File: src/rtl/vga_timing_pkg.sv
// Shared VGA timing constants (640x480@60), axis total helpers and the sync polarity type.
package vga_timing_pkg;

    localparam int VGA_H_ACTIVE = 640;
    localparam int VGA_H_FP     = 16;
    localparam int VGA_H_SYNC   = 96;
    localparam int VGA_H_BP     = 48;

    localparam int VGA_V_ACTIVE = 480;
    localparam int VGA_V_FP     = 10;
    localparam int VGA_V_SYNC   = 2;
    localparam int VGA_V_BP     = 33;

    typedef enum logic {
        POL_LOW  = 1'b0,
        POL_HIGH = 1'b1
    } pol_e;

    function automatic int axis_total(input int active, input int fp, input int sync, input int bp);
        return active + fp + sync + bp;
    endfunction

    function automatic int h_total(input int active, input int fp, input int sync, input int bp);
        return axis_total(active, fp, sync, bp);
    endfunction

    function automatic int v_total(input int active, input int fp, input int sync, input int bp);
        return axis_total(active, fp, sync, bp);
    endfunction

endpackage

File: src/rtl/vga_axis_counter.sv
// One raster axis: wrapping position counter with active/sync flags decoded from the next count,
// so the flags are registered yet aligned with the count they describe.
module vga_axis_counter
    import vga_timing_pkg::*;
#(
    parameter int CW     = 11,
    parameter int ACTIVE = VGA_H_ACTIVE,
    parameter int FP     = VGA_H_FP,
    parameter int SYNC   = VGA_H_SYNC,
    parameter int BP     = VGA_H_BP
) (
    input  logic          clk,
    input  logic          reset,
    input  logic          step,
    output logic [CW-1:0] count,
    output logic          active_next,
    output logic          sync_next,
    output logic          wrap
);

    localparam int TOTAL = axis_total(ACTIVE, FP, SYNC, BP);

    localparam logic [CW-1:0] LAST       = CW'(TOTAL - 1);
    localparam logic [CW-1:0] ACTIVE_END = CW'(ACTIVE);
    localparam logic [CW-1:0] SYNC_START = CW'(ACTIVE + FP);
    localparam logic [CW-1:0] SYNC_END   = CW'(ACTIVE + FP + SYNC);
    localparam logic [CW-1:0] ONE        = CW'(1);

    logic [CW-1:0] count_next;

    assign wrap       = (count == LAST);
    assign count_next = wrap ? '0 : count + ONE;

    // Reset parks on the last back-porch position, which is neither active nor sync.
    always_ff @(posedge clk) begin
        if (reset) begin
            count       <= LAST;
            active_next <= 1'b0;
            sync_next   <= 1'b0;
        end else if (step) begin
            count       <= count_next;
            active_next <= (count_next < ACTIVE_END);
            sync_next   <= (count_next >= SYNC_START) && (count_next < SYNC_END);
        end
    end

endmodule

File: src/rtl/vga_timing_gen.sv
// VGA raster timing generator: H/V axis counters, polarity-adjusted syncs, display enable
// and line/frame start strobes, all advancing on the pixel step enable EN.
module vga_timing_gen
    import vga_timing_pkg::*;
#(
    parameter int CW       = 11,
    parameter int H_ACTIVE = VGA_H_ACTIVE,
    parameter int H_FP     = VGA_H_FP,
    parameter int H_SYNC   = VGA_H_SYNC,
    parameter int H_BP     = VGA_H_BP,
    parameter int V_ACTIVE = VGA_V_ACTIVE,
    parameter int V_FP     = VGA_V_FP,
    parameter int V_SYNC   = VGA_V_SYNC,
    parameter int V_BP     = VGA_V_BP,
    parameter bit HS_POL   = 1'b0,
    parameter bit VS_POL   = 1'b0
) (
    input  logic          CLK,
    input  logic          RST,
    input  logic          EN,
    output logic [CW-1:0] HCOUNT,
    output logic [CW-1:0] VCOUNT,
    output logic          HS,
    output logic          VS,
    output logic          DE,
    output logic          LINE_START,
    output logic          FRAME_START
);

    localparam int   H_TOTAL  = h_total(H_ACTIVE, H_FP, H_SYNC, H_BP);
    localparam int   V_TOTAL  = v_total(V_ACTIVE, V_FP, V_SYNC, V_BP);
    localparam pol_e HS_LEVEL = pol_e'(HS_POL);
    localparam pol_e VS_LEVEL = pol_e'(VS_POL);

    if (H_TOTAL > (1 << CW)) begin : g_h_range
        $error("vga_timing_gen: H_TOTAL does not fit in CW bits");
    end
    if (V_TOTAL > (1 << CW)) begin : g_v_range
        $error("vga_timing_gen: V_TOTAL does not fit in CW bits");
    end
    if (H_SYNC < 1 || H_BP < 1 || V_SYNC < 1 || V_BP < 1) begin : g_min_width
        $error("vga_timing_gen: sync and back porch widths must be at least 1");
    end

    logic h_wrap;
    logic v_wrap;
    logic h_active;
    logic v_active;
    logic h_sync;
    logic v_sync;
    logic v_step;

    assign v_step = EN & h_wrap;

    vga_axis_counter #(
        .CW     (CW),
        .ACTIVE (H_ACTIVE),
        .FP     (H_FP),
        .SYNC   (H_SYNC),
        .BP     (H_BP)
    ) u_h_axis (
        .clk         (CLK),
        .reset       (RST),
        .step        (EN),
        .count       (HCOUNT),
        .active_next (h_active),
        .sync_next   (h_sync),
        .wrap        (h_wrap)
    );

    vga_axis_counter #(
        .CW     (CW),
        .ACTIVE (V_ACTIVE),
        .FP     (V_FP),
        .SYNC   (V_SYNC),
        .BP     (V_BP)
    ) u_v_axis (
        .clk         (CLK),
        .reset       (RST),
        .step        (v_step),
        .count       (VCOUNT),
        .active_next (v_active),
        .sync_next   (v_sync),
        .wrap        (v_wrap)
    );

    // Strobes fire only on the stepping edge itself, so they stay one CLK wide whatever EN does next.
    always_ff @(posedge CLK) begin
        if (RST) begin
            LINE_START  <= 1'b0;
            FRAME_START <= 1'b0;
        end else begin
            LINE_START  <= EN & h_wrap;
            FRAME_START <= EN & h_wrap & v_wrap;
        end
    end

    assign DE = h_active & v_active;
    assign HS = h_sync ? HS_LEVEL : ~HS_LEVEL;
    assign VS = v_sync ? VS_LEVEL : ~VS_LEVEL;

endmodule

File: config.mk
export PLATFORM = sky130hd
export DESIGN_NAME = vga_timing_gen
export DESIGN_NICKNAME = d
export VERILOG_FILES = /design/src/rtl/vga_timing_pkg.sv /design/src/rtl/vga_axis_counter.sv /design/src/rtl/vga_timing_gen.sv
export SDC_FILE = /design/constraint.sdc
export NUM_CORES = 1
export LEC_CHECK = 0
export ABC_AREA = 1
export CORE_ASPECT_RATIO = 1.75
export CORE_MARGIN = 3
export CORE_UTILIZATION = 55
export CTS_CLUSTER_SIZE = 20
export DETAILED_ROUTE_END_ITERATION = 6
export GPL_ROUTABILITY_DRIVEN = 0
export PLACE_DENSITY = 0.89
export SLEW_MARGIN = 25
export SYNTH_ARGS = -nofsm -noshare
export SYNTH_HDL_FRONTEND = slang
export SYNTH_SLANG_ARGS = --single-unit
File: constraint.sdc
create_clock -name CLK -period 3.7 [get_ports CLK]
set_clock_uncertainty 0.15 [all_clocks]
set_input_delay 0.74 -clock CLK [delete_from_list [all_inputs] [get_ports CLK]]
set_output_delay 0.74 -clock CLK [all_outputs]
set_load 0.05 [all_outputs]
# ---- Word-level counts from Yosys, hierarchy flattened
# Cells that the tools add are included.
dict set report word_totals {
  register_bits 28
  word_cells 27
  output_inout_bits 27
}
dict set report classes {
  n_bitwise 3
  muxes 4
  addsub 2
  n_eq_ne 2
  reduce_logical 2
  order_cmp 6
}
# cell count
set ops {}
lappend ops {{$add A11 B1 Y11 const B} 2}
lappend ops {{$eq A11 B10 Y1 const B} 2}
lappend ops {{$lt A11 B10 Y1 const B} 2}
lappend ops {{$lt A11 B9 Y1 const B} 2}
lappend ops {{$mux W11} 2}
lappend ops {{$ge A11 B10 Y1 const B} 1}
lappend ops {{$ge A11 B9 Y1 const B} 1}
lappend ops {{$and A1 B1 Y1} 3}
lappend ops {{$logic_and A1 B1 Y1} 2}
lappend ops {{$mux W1} 2}

# ---- Logic depth before layout (Yosys ltp)
# Gate-level depths: netlist (run 1).
dict set report depth {
  word_depth 4
  mapped_depth 12
  mapped_depth_nobuf 12
}

# ---- Hierarchy
# Synthesis (run 1) repeated with hierarchy kept, for this count alone.
dict set report hier_totals {
  cells_unflattened 268
  area_unflattened_um2 1724.2
}
# module seq_area_each_um2 area_each_um2 cells_per_inst instances
set by_module_without_submodules {}
lappend by_module_without_submodules {{vga_axis_counter (u_h_axis)} 260.2 829.5 125 1}
lappend by_module_without_submodules {{vga_axis_counter (u_v_axis)} 260.2 819.5 132 1}
lappend by_module_without_submodules {vga_timing_gen 40.0 75.1 11 1}

# ---- Worst setup path before layout (run 1)
# Ideal clock, no wire load.
dict set report synth_timing {
  kind {flip-flop to flip-flop}
  start {register u_h_axis.count[0]}
  end {register u_v_axis.sync_next}
  t_arrival_ps 1971
  path_stages_with_launch 12
  setup_time_ps 58
  n_path_buf 0
  slack_ps 1521
  period_less_slack_ps 2179
  path_cell_list {dfxtp_1 ha_1 nand3_2 inv_2 nand2_2 nor2_4 nand2_4 nor2_4 nand2_1 nor2_1 nand3_1 nand2_1}
}
dict set report synth_between {
  elab_chain_len 2
}
# element line
set synth_rtl {}
lappend synth_rtl {{from (decl)} vga_axis_counter.sv:15} ;# output logic [CW-1:0] count,
lappend synth_rtl {{from (signal assigned)} vga_axis_counter.sv:41} ;# count <= count_next;
lappend synth_rtl {{$eq A11 B10 Y1} vga_axis_counter.sv:31} ;# assign wrap = (count == LAST);
lappend synth_rtl {{$and A1 B1 Y1} vga_timing_gen.sv:53} ;# assign v_step = EN & h_wrap;
lappend synth_rtl {{to (signal assigned)} vga_axis_counter.sv:43} ;# sync_next <= (count_next >= SYNC_START) && (count_next < SYNC_END);
lappend synth_rtl {{to (decl)} vga_axis_counter.sv:17} ;# output logic sync_next,
# Every way passes these cells.
# A chain may end at the register's enable or synchronous reset.

# ---- Worst setup path in the final report (run 1)
dict set report layout_timing {
  start {register u_v_axis.count[6]}
  end {output VCOUNT[6]}
}
# element line
set layout_rtl {}
lappend layout_rtl {{from (decl)} vga_axis_counter.sv:15}
lappend layout_rtl {{from (signal assigned)} vga_axis_counter.sv:41}
lappend layout_rtl {{to (decl)} vga_timing_gen.sv:22} ;# output logic [CW-1:0] VCOUNT,
# No word-level cell between the ends.

==> results of run 1 <==
-- cells in the final DEF (no fill, tap or decap) --
cell and count:
o21ai_1 7, o211ai_1 1, nor2_1 31, nand4_1 6, nor3_1 3, bufinv_16 1, nand3_1 20, nor2_4 2
nand2_1 65, nand3b_1 1, dfxtp_1 28, inv_1 32, a22oi_1 1, o31ai_1 1, a21oi_1 13, o22ai_1 2
xor2_1 4, nor2_8 1, nor2_2 1, xnor2_1 1, o21bai_1 2, nand2_4 1, inv_2 3, ha_1 3
o21ai_0 8, clkbuf_8 3, a31oi_1 1, nand3_2 1, clkdlybuf4s50_1 29, a211oi_1 1, nand2_2 2
-- per-layer routing --
layer  wire [um]  track usage
met3         190       0.0305
met5           0            0
met1        1530        0.250
met2        2190        0.438
met4         167        0.127
-- registers in the layout, indices dropped and copies added (netlist names) --
signal	count
u_h_axis.count	11
u_v_axis.sync_next	1
u_v_axis.active_next	1
u_h_axis.active_next	1
FRAME_START	1
u_h_axis.sync_next	1
u_v_axis.count	11
LINE_START	1
-- cells by family after synthesis --
group,Yosys count,synth area share
AO/OA/AOI/OAI,37,0.128
XOR/XNOR,5,0.0275
flip-flops,28,0.352
AND/OR/NAND/NOR,134,0.379
buffers and inverters,38,0.0896
adder cells (fa/ha/maj),3,0.0236
-- synthesized netlist by cell type (all sizes together) (2+ instances only) --
| cell | number |
|---|---|
| nand2 | 68 |
| xor2 | 4 |
| nor3 | 3 |
| o21bai | 2 |
| ha | 3 |
| nor2 | 35 |
| a21oi | 13 |
| nand4 | 6 |
| o22ai | 2 |
| inv | 35 |
| o21ai | 15 |
| nand3 | 21 |
| clkbuf | 3 |
| dfxtp | 28 |
-- layout make-up --
cell class | count | area (um^2) | share of cell area
multi-input combinational | 179 | 888 | 0.450
sequential | 28 | 561 | 0.284
timing repair buffer | 29 | 290 | 0.147
inverter | 35 | 131 | 0.0665
clock buffer | 3 | 41.3 | 0.0209
tap | 27 | 33.8 | 0.0171
clock inverter | 1 | 30.0 | 0.0152
-- final timing paths --
| check | to | slack (ns) | cells past startpoint |
|---|---|---|---|
| min | u_v_axis.active_next | 0.31 | 2 |
| max | VCOUNT[6] | 1.16 | 1 |
| min reg2reg | u_v_axis.active_next | 0.31 | 2 |
| max reg2reg | u_v_axis.sync_next | 1.55 | 11 |
-- where the power goes --
part           total (mW)  switching, mW  internal [mW]
logic               0.202          0.138         0.0635
clock network       0.243         0.0983          0.145
registers           0.342         0.0250          0.317
total               0.787          0.262          0.526
==> qor.txt, run 1 <==
Status = complete, no violations
Clk pin slew, worst setup/hold paths = 0.10 ns
DIE WIDTH = 46.7 um
Worst Hold Launch = u_v_axis.active_next
Drc violations = 0
H-Tree Depth = 1
Critical path type = flip-flop to output port
Critical Path AT = 1.65 ns
Mapped Nets = 251
Power consumption = 0.787 mW
Clock Sinks = 28
Final Cell Area = 1980 um^2
Area of the core = 2720 um^2
Critical path required time = 2.81 ns
Critical path's largest stage delay = 0.87 ns
Synth area leaders = dfxtp_1 35%, nand2_1 15%, inv_1 7.5%
Setup crit start kind = flip-flop
Initial Utilization = 0.585
Delay-heaviest family, CP = buffers and inverters
Top_reg_cell synth = dfxtp_1
Grt ovf = 0
Die Area = 3600 um^2
Asr flop ratio synth = 0
Bufs and invs on worst path = 1
Setup Fix Bufs, Post-CTS = 0
Clk buf depth = 2
Area grow syn2layout = 24.1%
Post-synth cell types = 29
Pwr/cell area = 399 nW/um^2
Fin. Hold Viols = 0
Inst Count DP = 298
Slew Limit Fails = 0
IO Pins = 30
Pin count of the biggest net entering global routing = 17
Synth top area share = 0.352
DRT Wirelength = 4070 um
Mean Syn Cell Area = 6.50 um^2
CP Cell Sequence = clkdlybuf4s50_1
Die H = 77.2 um
Hold-fix buffers, CTS = 0
Post-route ant nets = 0
EDFF count, synth = 0
Share of layout cells above drive strength 1 = 0.0545
Slowest cell on the critical path = clkdlybuf4s50_1
Yosys warns = 0
Worst setup path startpoint = u_v_axis.count[6]
TNS Setup = 0 ns
Post-synthesis sequential area ratio = 0.352
Pre-Repair DR Iteration Count = 4
Worst hold slack = 0.310 ns
Tightest Pin Transition = 0.572 ns
Pleak = 0.900 nW
Max-slew headroom = 0.617
Critical Path Fanout Max = 9
Maxcap violations = 0
Final Setup Violations = 0
Post-route minimum period = 2.54 ns
Final core occ = 0.726
IO buf count = 29
RSZ-0062 raised after global routing = no
Ant diodes = 0
Iter 0 DRT Violations = 43
Placed inst area = 1900 um^2
Largest area contributor in the netlist = dfxtp_1
Synth Register Bits = 28
DR WL/cell = 13.5 um
Via-per-instance ratio = 5.54
Root Buffer = clkbuf_8
Synthesized area = 1590 um^2
Site Rows = 25
Detailed Place HPWL = 3110 um
Nets = 282
First-pass GRT wire length = 6560 um
Synthesized instance count = 245
Fin cells = 302
Maximum VDD drop = 298 uV
Post_cts resized = 0
Fill count = 215
Ratio of final minimum period to clock period = 0.686
F_max = 394 MHz
Initial antenna violation count = 0
Vias in the first global route = 1560
Hold WC Path Type = flip-flop to flip-flop
Clock Latency Late Sink = 0.28 ns
Setup ws final = 1.16 ns
DR vias = 1674
TritonCTS clock tree = yes
Total GRT Usage = 0.243
Number of buffers created by CTS = 3
DP Worst Slack = 1.18 ns
Crit. End Element = output port
R2R Path Start = u_h_axis.count[0]
Note: power is estimated with default switching activity, not from simulation.
==> run 2: changes to the inputs <==
--- a/config.mk
+++ b/config.mk
@@ -8,11 +8,11 @@
 export ABC_AREA = 1
 export CORE_ASPECT_RATIO = 1.75
 export CORE_MARGIN = 3
-export CORE_UTILIZATION = 55
+export CORE_UTILIZATION = 51
 export CTS_CLUSTER_SIZE = 20
 export DETAILED_ROUTE_END_ITERATION = 6
 export GPL_ROUTABILITY_DRIVEN = 0
-export PLACE_DENSITY = 0.89
+export PLACE_DENSITY = 0.83
 export SLEW_MARGIN = 25
 export SYNTH_ARGS = -nofsm -noshare
 export SYNTH_HDL_FRONTEND = slang
==> constraint.sdc (replaced) <==
create_clock -name CLK -period 2.5 [get_ports CLK]
set_clock_uncertainty 0.15 [all_clocks]
set_input_delay 0.5 -clock CLK [delete_from_list [all_inputs] [get_ports CLK]]
set_output_delay 0.5 -clock CLK [all_outputs]
set_load 0.05 [all_outputs]
==> qor.txt, run 2 (synthesized netlist as in run 1, its figures left out) <==
Slew Limit Fails = 0 (unchanged)
Maxcap violations = 0 (unchanged)
Area of the core = 2960 um^2 (+8.8%)
Fill count = 271 (+26%)
Setup crit start kind = flip-flop
Critical Path AT = 1.64 ns (about the same)
Worst Hold Depth = 2 (unchanged)
IO Pins = 30 (unchanged)
Sequential share of power = 0.465 (+0.030)
Bufs and invs on worst path = 1 (unchanged)
Via-per-instance ratio = 5.32 (-4.0%)
Critical Path Fanout Max = 8 (-1)
Register area = 561 um^2 (unchanged)
Max-slew headroom = 0.664 (+0.0468)
Hold path endpoint = u_v_axis.active_next
Post-route minimum period = 2.29 ns
CP Cell Sequence = clkdlybuf4s50_1
Top flop regs = u_h_axis.count x11, u_v_axis.count x11
Sw Ratio = 0.348 (+0.0160)
Fin. Hold Viols = 0 (unchanged)
Hold WC Path Type = flip-flop to flip-flop
Die H = 79.9 um (+3.6%)
H-Tree Depth = 1 (unchanged)
DR WL/cell = 12.7 um (-5.9%)
Detailed Place HPWL = 3200 um (+3.2%)
Iter 0 DRT Violations = 70 (+63%)
Critical path's largest stage delay = 0.87 ns (about the same)
DRT Wirelength = 4060 um (-0.32%)
Worst Hold Launch = u_v_axis.active_next
Area grow syn2layout = 25.7%
TritonCTS clock tree = yes
First-pass GRT wire length = 6750 um (+2.9%)
Commonest non-fill, non-tap cells in the layout = 65 x nand2_1, 32 x inv_1, 31 x nor2_1, 29 x clkdlybuf4s50_1, 28 x dfxtp_1
Highest metal layer with signal wires = met4
Status = complete, no violations
Setup Fix Bufs, Post-CTS = 0 (unchanged)
Pwr/cell area = 543 nW/um^2 (+36%)
Clock Latency Late Sink = 0.27 ns (about the same)
DIE WIDTH = 48.2 um (+3.4%)
Post_cts resized = 0 (unchanged)
R2R Path Start = u_h_axis.count[0]
Initial Utilization = 0.538 (-0.0472)
Maximum VDD drop = 424 uV (+42%)
RSZ-0062 raised after global routing = no
DR vias = 1702 (+1.7%)
Crit. End Element = output port
Reg2reg end = u_h_axis.sync_next
DR WL met3 = 131 um (-31%)
Initial antenna violation count = 0 (unchanged)
Critical path type = flip-flop to output port
Root Buffer = clkbuf_8
Clock Sinks = 28 (unchanged)
Post-route ant nets = 0 (unchanged)
Slowest cell on the critical path = clkdlybuf4s50_1
Power share of the clock group = 0.256 (-0.053)
Cell Int Power = 0.708 mW (+35%)
Grt ovf = 0 (unchanged)
Number of buffers created by CTS = 3 (unchanged)
Pleak = 0.908 nW (+0.83%)
Share of layout cells above drive strength 1 = 0.0647 (+0.0102)
NetSw = 0.378 mW (+45%)
Pin count of the biggest net entering global routing = 16 (-1)
Die Area = 3850 um^2 (+7.0%)
Nets = 285 (+1.1%)
Routed wire length on met2 = 2300 um (+5.3%)
Final Setup Violations = 0 (unchanged)
Tightest Pin Transition = 0.502 ns (-0.0700 ns)
R2r setup slk = 0.48 ns (-1.07 ns)
Pre-Repair DR Iteration Count = 4 (unchanged)
Hold-fix buffers, CTS = 0 (unchanged)
Ratio of final minimum period to clock period = 0.914
Drc violations = 0 (unchanged)
F_max = 438 MHz
Final core occ = 0.676 (-0.0502)
Multi-input gate area = 888 um^2 (unchanged)
Total GRT Usage = 0.238 (-0.00479)
Clk buf depth = 2 (unchanged)
Clk pin slew, worst setup/hold paths = 0.09 ns (about the same)
Critical path required time = 1.85 ns (-0.96 ns)
Vias in the first global route = 1603 (+2.8%)
Delay-heaviest family, CP = buffers and inverters
R2R depth = 10 (-1)
Met1 WL = 1480 um (-3.1%)
Site Rows = 26 (+4.0%)
TNS Setup = 0 ns (unchanged)
Worst hold slack = 0.304 ns (-0.00658 ns)
Most common cell after layout, fill and taps aside = nand2_1
IO buf count = 29 (unchanged)
Comb pwr share = 0.279 (+0.023)
Ant diodes = 0 (unchanged)
## run 2: changes by cell type in the layout (fill, tap and decap cells not counted)
cell and delta:
buf_4 +3, bufinv_16 -1, clkbuf_8 +1
## run 2: layout make-up
class	count	share of cell area
timing repair buffer	32	0.156
multi-input combinational	179	0.444
tap	42	0.0263
sequential	28	0.280
clock buffer	4	0.0275
inverter	35	0.0657
## run 2: layer usage
| metal | global-route usage | vias to the layer above |
|---|---|---|
| met3 | 0.0293 | 11 |
| li1 | - | 853 |
| met4 | 0.127 | 0 |
| met1 | 0.231 | 791 |
| met5 | 0 | - |
| met2 | 0.437 | 47 |
## run 2: how the worst max path moves through the flow
stage	from	end	slack, ns	cells after the start
after floorplan	u_h_axis.count[0]	u_v_axis.sync_next	0.32	11
after global placement	EN	u_h_axis.sync_next	0.47	7
after detailed placement	EN	u_h_axis.sync_next	0.46	7
after CTS	u_h_axis.count[6]	HCOUNT[6]	0.23	1
after global routing	u_v_axis.count[6]	VCOUNT[6]	0.16	1
final	u_h_axis.count[6]	HCOUNT[6]	0.21	1
## run 2: power groups by stage
stage          clock, mW  sequential [mW]  combinational (mW)
2_1_floorplan          0            0.580               0.142
3_3_place_gp           0            0.514               0.297
3_5_place_dp           0            0.514               0.301
4_1_cts            0.281            0.504               0.302
5_1_grt            0.302            0.509               0.328
6_report           0.278            0.505               0.303
## run 2: per-stage QoR
step | cell area [um^2] | power (mW) | setup WS (ns) | std cells
global route | 2000 | 1.14 | 0.164 | 320
CTS | 2000 | 1.09 | 0.230 | 320
finish | 2000 | 1.09 | 0.214 | 320
floorplan | 1590 | 0.722 | 0.321 | 245
global placement | 1950 | 0.812 | 0.474 | 316
detailed placement | 1950 | 0.815 | 0.458 | 316
